$ cat src/rtl/imem_arbiter.sv
// Two-port round-robin arbiter in front of a combinational instruction memory,
// with one response register per port. Optional counters: IMEM_ARB_PERF_EN.
module imem_arbiter #(
  parameter int          MEM_AW = 12,
  parameter logic [31:0] RST_PC = 32'h0000_0000
) (
  input  logic        clk,
  input  logic        rst_n,
  input  logic        p0_req_valid,
  output logic        p0_req_ready,
  input  logic [31:0] p0_req_addr,
  output logic        p0_rsp_valid,
  input  logic        p0_rsp_ready,
  output logic [31:0] p0_rsp_data,
  output logic        p0_rsp_err,
  input  logic        p1_req_valid,
  output logic        p1_req_ready,
  input  logic [31:0] p1_req_addr,
  output logic        p1_rsp_valid,
  input  logic        p1_rsp_ready,
  output logic [31:0] p1_rsp_data,
  output logic        p1_rsp_err,
  output logic [31:0] mem_addr,
  input  logic [31:0] mem_rdata,
  output logic [31:0] perf_p0_grants,
  output logic [31:0] perf_p1_grants,
  output logic [31:0] perf_conflicts
);
  localparam int NP = 2;

  logic [NP-1:0]        req_valid, rsp_ready, elig, grant;
  logic [NP-1:0][31:0]  req_addr;
  logic [NP-1:0]        slot_valid, slot_err;
  logic [NP-1:0][31:0]  slot_data;
  logic                 last;
  logic                 addr_err;
  logic [31:0]          load_data;

  assign req_valid = {p1_req_valid, p0_req_valid};
  assign rsp_ready = {p1_rsp_ready, p0_rsp_ready};
  assign req_addr  = {p1_req_addr, p0_req_addr};

  // A slot draining this cycle can take a new request; nothing is granted in reset.
  assign elig = req_valid & (~slot_valid | rsp_ready) & {NP{rst_n}};

  always_comb begin
    grant = elig;
    if (&elig) grant = last ? 2'b01 : 2'b10;
  end

  assign p0_req_ready = grant[0];
  assign p1_req_ready = grant[1];

  always_comb begin
    mem_addr = RST_PC;
    if (grant[0]) mem_addr = req_addr[0];
    if (grant[1]) mem_addr = req_addr[1];
  end

  assign addr_err  = (mem_addr[1:0] != 2'b00) || ((mem_addr >> (MEM_AW + 2)) != 32'd0);
  assign load_data = addr_err ? 32'd0 : mem_rdata;

  always_ff @(posedge clk or negedge rst_n) begin
    if (!rst_n)      last <= 1'b1;
    else if (|grant) last <= grant[1];
  end

  always_ff @(posedge clk or negedge rst_n) begin
    if (!rst_n) begin
      slot_valid <= '0;
      slot_err   <= '0;
      slot_data  <= '0;
    end else begin
      for (int i = 0; i < NP; i++) begin
        if (grant[i]) begin
          slot_valid[i] <= 1'b1;
          slot_data[i]  <= load_data;
          slot_err[i]   <= addr_err;
        end else if (rsp_ready[i]) begin
          slot_valid[i] <= 1'b0;
        end
      end
    end
  end

  assign p0_rsp_valid = slot_valid[0];
  assign p0_rsp_data  = slot_data[0];
  assign p0_rsp_err   = slot_err[0];
  assign p1_rsp_valid = slot_valid[1];
  assign p1_rsp_data  = slot_data[1];
  assign p1_rsp_err   = slot_err[1];

`ifdef IMEM_ARB_PERF_EN
  logic [31:0] cnt_g0, cnt_g1, cnt_cf;

  // Saturating event counters.
  always_ff @(posedge clk or negedge rst_n) begin
    if (!rst_n) begin
      cnt_g0 <= '0;
      cnt_g1 <= '0;
      cnt_cf <= '0;
    end else begin
      if (grant[0] && cnt_g0 != '1) cnt_g0 <= cnt_g0 + 32'd1;
      if (grant[1] && cnt_g1 != '1) cnt_g1 <= cnt_g1 + 32'd1;
      if ((&elig) && cnt_cf != '1)  cnt_cf <= cnt_cf + 32'd1;
    end
  end

  assign perf_p0_grants = cnt_g0;
  assign perf_p1_grants = cnt_g1;
  assign perf_conflicts = cnt_cf;
`else
  assign perf_p0_grants = 32'd0;
  assign perf_p1_grants = 32'd0;
  assign perf_conflicts = 32'd0;
`endif

endmodule

$ cat config.mk
export PLATFORM = sky130hd
export DESIGN_NAME = imem_arbiter
export DESIGN_NICKNAME = d
export VERILOG_FILES = /design/src/rtl/imem_arbiter.sv
export SDC_FILE = /design/constraint.sdc
export NUM_CORES = 1
export LEC_CHECK = 0
export CAP_MARGIN = 5
export CORE_AREA = 2 2 116 118
export CTS_CLUSTER_SIZE = 20
export DETAILED_ROUTE_END_ITERATION = 12
export DIE_AREA = 0 0 118 120
export GPL_TIMING_DRIVEN = 1
export PLACE_DENSITY_LB_ADDON = 0.3
export SETUP_SLACK_MARGIN = 0.2
export SLEW_MARGIN = 40
export SYNTH_ARGS = -nofsm -noshare
export SYNTH_HDL_FRONTEND = slang
export SYNTH_SLANG_ARGS = --single-unit
$ cat constraint.sdc
create_clock -name clk -period 2.6 [get_ports clk]
set_clock_uncertainty 0.15 [all_clocks]
set_input_delay 0.26 -clock clk [delete_from_list [all_inputs] [get_ports clk]]
set_output_delay 0.26 -clock clk [all_outputs]
set_load 0.01 [all_outputs]
After elaboration in Yosys (flattened, before gate mapping)
Index checks and enable logic that the tools add are counted.
- bits in read-only memories: 0
- bits in latches: 0
- word-level logic and storage cells: 27
- memories kept: 0
- output and inout bits: 198
- input port bits: 102
- RAM bits: 0
- flip-flop bits (word level): 69
- div/mod/pow operators: 0
- muxes and demuxes: 9
- bitwise logic cells: 4
- $mul: 0
- reductions and logical operators: 7
- add/subtract/negate cells: 0
- shifts and indexed selects: 0
- magnitude comparators: 0
- eq/ne operators: 0
- operator list (operator ; number):
    2-to-1 mux 32 bit ; 3
    nonzero test 32 bit ; 1
    nonzero test 2 bit ; 3
    AND 2 bit ; 2
    2-to-1 mux 1 bit ; 4
    2-to-1 mux 2 bit ; 2
    NOT 2 bit ; 1
    bitwise OR 2 bit ; 1
    AND reduction 2 bit ; 1
    OR reduction 2 bit ; 1
    logical OR 1 bit ; 1

Depth between registers and ports, before layout
- depth after elaboration: 11
- mapped depth: 7
- depth with buffers taken out: 6

Worst setup path after synthesis
No wires, ideal clock.
- path kind: register to output
- start: register slot_valid[0]
- end: output mem_addr[27]
- data arrival time: 1.736 ns
- setup slack: 0.454 ns
- path buffers: 1
- cell stages (with the launch flop): 6
- required time: 2.190 ns
- cells stage by stage: dfrtp_1 -> nor2b_1 -> o21ai_1 -> inv_1 -> clkbuf_1 -> a22o_2
- elaborated cells on any way between the ends: 8
- those cells by class: 3 x mux; 4 x bitwise; 1 x reduce/logical
- RTL lines (what ; line ; RTL):
    from (decl) ; 33 ; logic [NP-1:0] slot_valid, slot_err;
    from (signal assigned) ; 70 ; slot_valid <= '0;
    from (signal, indexed assignment) ; 76 ; slot_valid[i] <= 1'b1;
    from (signal, indexed assignment) ; 80 ; slot_valid[i] <= 1'b0;
    NOT 2 bit ; 44 ; assign elig = req_valid & (~slot_valid | rsp_ready) & {NP{rst_n}};
    bitwise OR 2 bit ; 44 ;
    AND 2 bit (2 in a row) ; 44 ;
    AND reduction 2 bit ; 48 ; if (&elig) grant = last ? 2'b01 : 2'b10;
    2-to-1 mux 2 bit ; 48 ;
    net p1_req_ready ; 17 ; output logic p1_req_ready,
    2-to-1 mux 32 bit ; 57 ; if (grant[1]) mem_addr = req_addr[1];
    to (decl) ; 23 ; output logic [31:0] mem_addr,
The timed path passes the listed nets, and every way through them passes these cells.

Worst setup path in the final report
- start: register slot_valid[1]
- end: output mem_addr[2]
- word-level cells in the longest chain between the ends: 8
- ends and longest elaborated chain (what ; line ; RTL):
    NOT 2 bit * ; 44 ;
    bitwise OR 2 bit * ; 44 ;
    AND 2 bit * (2 in a row) ; 44 ;
    AND reduction 2 bit ; 48 ;
    2-to-1 mux 2 bit * ; 48 ;
    2-to-1 mux 32 bit ; 56 ; if (grant[0]) mem_addr = req_addr[0];
    2-to-1 mux 32 bit * ; 57 ;
Mark *: on every way between the ends. The rest lies on a longest branch, timed or not.

==> summary.txt <==
Status -> finished, final reports clean
Fin crit period -> 2.461 ns
Overflow after GRT -> 0
Worst-margin pin slew -> 0.5695 ns
Worst Path Required -> 2.19 ns
Share of layout cells above drive strength 1 -> 18.10%
Register area -> 1728 sq um
Area Growth Syn to Fin -> 62.03%
Initial antenna violation count -> 2
Clk slew on worst S/H paths -> 0.05 ns
Drt drc -> 0
Slew headroom -> 62.04%
RSZ-0062 raised after global routing -> yes
Vias in the first global route -> 3182
Final setup viols -> 0
Gpl congestion -> 0.9370
Mapped Area -> 3740 sq um
Post-Synth Simple-Gate Area -> 5.487%
Final Cycle Share -> 94.65%
Area of the multi-input gates -> 1563 sq um
Syn Inst Count -> 323
Final Power -> 2857 uW
Final setup margin -> 0.1391 ns
Max VDD drop -> 0.3032 mV
DPL Wire Length -> 8826 um
Fmax -> 406.4 MHz
Pwr/cell area -> 471.4 nW/um^2
Total CTS buffers -> 9
CP peak stage delay -> 0.48 ns
Finished Cell Area -> 6060 sq um
Crit-path leading delay family -> buffers and inverters
Worst R2R End -> p0_rsp_data[15]$_DFFE_PN0N_
First-pass GRT wire length -> 17770 um
Dominant cell type by area after synthesis -> dfrtp_1
Starting Density -> 28.81%
CP Capture Type -> output port
Die Width -> 118 um
Most frequent cell after synthesis -> buf_4
Core Region -> 12980 sq um
Drt first pass iters -> 4
CTS Sinks -> 69
Critical path class -> reg2out
#FFs+latches synth -> 69
IO Pins -> 300
Vias -> 3132
Syn avg cell area -> 11.58 sq um
HP Class -> in2reg
Top-area cell type share of the netlist area -> 45.50%
Root Buffer -> clkbuf_16
Placed cell count -> 695
Final core occ -> 46.68%
Slowest CP cell -> clkdlybuf4s50_1
Largest net degree at the start of global routing -> 64
NumNets Final -> 633
Post-synthesis mux area share -> 0%
Setup WS pre-CTS -> -0.02178 ns
Sequential share of the synthesized area -> 46.20%
Placed instance area -> 5673 sq um
Top cells by area, synth -> dfrtp_1 (46%), buf_4 (19%), a22o_2 (15%)
Final Non-Filler Cells -> 713
WL/cell -> 16.75 um
Yosys warning total -> 0
R2R setup slack -> 0.35 ns
R2R depth -> 8
Prevailing post-synth register cell -> dfrtp_1
Post-route ant nets -> 0
Hold endpoint -> last$_DFFE_PN1P_
Post-synthesis adder-cell area fraction -> 0%
Detailed Route WL -> 11940 um
Die height -> 120 um
Worst hold stages -> 3
Most frequent cells after synthesis -> buf_4 (96), dfrtp_1 (68), a22o_2 (56), a22o_1 (39), clkbuf_1 (11)
DRT iter0 DRCs -> 74
IO Port Bufs -> 203
EDFF count, synth -> 0
CTS tree -> done
Max Cap Viol -> 0
Netlist cell types -> 25
Leakage power -> 0.003103 uW
Fill cells -> 1226
Total GRT Usage -> 16.15%
Startpoint types -> flip-flop
Final slew viol count -> 0
Largest fanout on the critical path -> 10
Full die area -> 14160 sq um
R2r startpoint -> slot_valid[1]$_DFFE_PN0P_
H-tree depth -> 3
Hold path start -> rst_n
Largest family of logic cells by synthesized area -> compound AO/OA/AOI/OAI gates
Fin. Hold Viols -> 0
Max clock buf depth -> 2
Crit-path cells -> nor2b_2 -> buf_4 -> o21ai_4 -> inv_2 -> buf_6 -> a22o_1 -> clkdlybuf4s50_1
Synth Area in Compound Gates -> 25.73%
Post-CTS setup buffer count -> 0
CP bufs+invs -> 4
Critical path data arrival time -> 2.05 ns
Vias per cell -> 4.393
Cell Rows -> 42
Clock Latency Late Sink -> 0.33 ns
XOR/XNOR Fraction of Synth Area -> 0%
Ys async rst share -> 100.0%
how the worst max path moves through the flow:
stage	cells past startpoint	from	endpoint	slack, ns
2_1_floorplan	5	slot_valid[0]$_DFFE_PN0P_	mem_addr[27]	0.45
3_3_place_gp	6	p0_req_addr[27]	p0_rsp_data[12]$_DFFE_PN0N_	-0.00008
3_5_place_dp	6	p0_req_addr[27]	p0_rsp_data[31]$_DFFE_PN0N_	-0.02
4_1_cts	7	slot_valid[0]$_DFFE_PN0P_	mem_addr[13]	0.04
5_1_grt	7	slot_valid[1]$_DFFE_PN0P_	mem_addr[2]	0.05
6_report	7	slot_valid[1]$_DFFE_PN0P_	mem_addr[2]	0.14
power by group:
group          internal [uW]  leakage, uW  switching [uW]  total (uW)
Combinational            277      0.00201             279         556
Clock                    765     0.000143             441        1210
Sequential              1090     0.000948            8.16        1090
worst register-to-register path, stage by stage (launching register included):
cell,delay (ns)
dfrtp_1,0.39
nor2b_2,0.17
buf_4,0.15
o211ai_1,0.26
o22ai_1,0.16
buf_4,0.17
nor4_4,0.31
buf_12,0.25
a22o_1,0.18
kinds of logic (layout without fill, tap and decap cells):
kind of cell    Yosys count  count (layout)
compound gates          105             105
buf+inv                 116             234
flops                    69              69
other cells               1              97
simple gates             32              32
final cells by class:
cell class,count,share of cell area [%]
flip-flops and latches,69,28.52
well taps,176,3.634
repair buffers,216,37.04
diodes,1,0.04130
clock buffers,12,4.068
clock inverters,4,0.7846
multi-input cells,233,25.79
inverters,2,0.1239
layer usage:
layer / wire length [um] / up-vias / track usage (%)
li1: - / 1415 / -
met1: 4489 / 1510 / 17.81
met2: 5899 / 177 / 26.71
met3: 1110 / 28 / 5.846
met4: 430 / 2 / 9.714
met5: 12 / - / 0
cells in the final DEF, fill, tap and decap left out, drive strengths merged, types with 2 or more instances in the layout:
cell           instances
a22o                  95
buf                   13
clkbuf                12
clkdlybuf4s50        169
clkinv                 2
conb                  96
dfrtp                 68
dlygate4sd2            7
dlymetal6s2s          26
inv                    2
nand2                  7
nand2b                 3
nand3                  2
nor2                   6
nor2b                  2
nor3                   2
nor4                   6
o211ai                 2
o21ai                  5
o22ai                  2
or4                    4
state kept, by name, indices dropped and copies added, names as in the netlist:
signal / count
p0_rsp_data: 32
last: 1
slot_valid: 2
p1_rsp_data: 32
slot_err: 2
through the flow:
| step | hold WS (ns) | setup TNS, ns |
|---|---|---|
| final | 0.07843 | 0 |
| after floorplan | -0.1856 | 0 |
| after CTS | 0.06740 | 0 |
| after detailed placement | 0.08467 | -0.3143 |
| after global placement | 0.08287 | -0.00007572 |
| after global routing | 0.08283 | 0 |
repair_timing:
action | in CTS | in global routing
resized for setup | 11 | 31
endpoints found under the setup margin | 34 | 31
endpoints found under the hold margin | 6 | 0
hold buffers | 1 | 0
pin swaps | 0 | 1
Power figures use the tool's default switching activity.
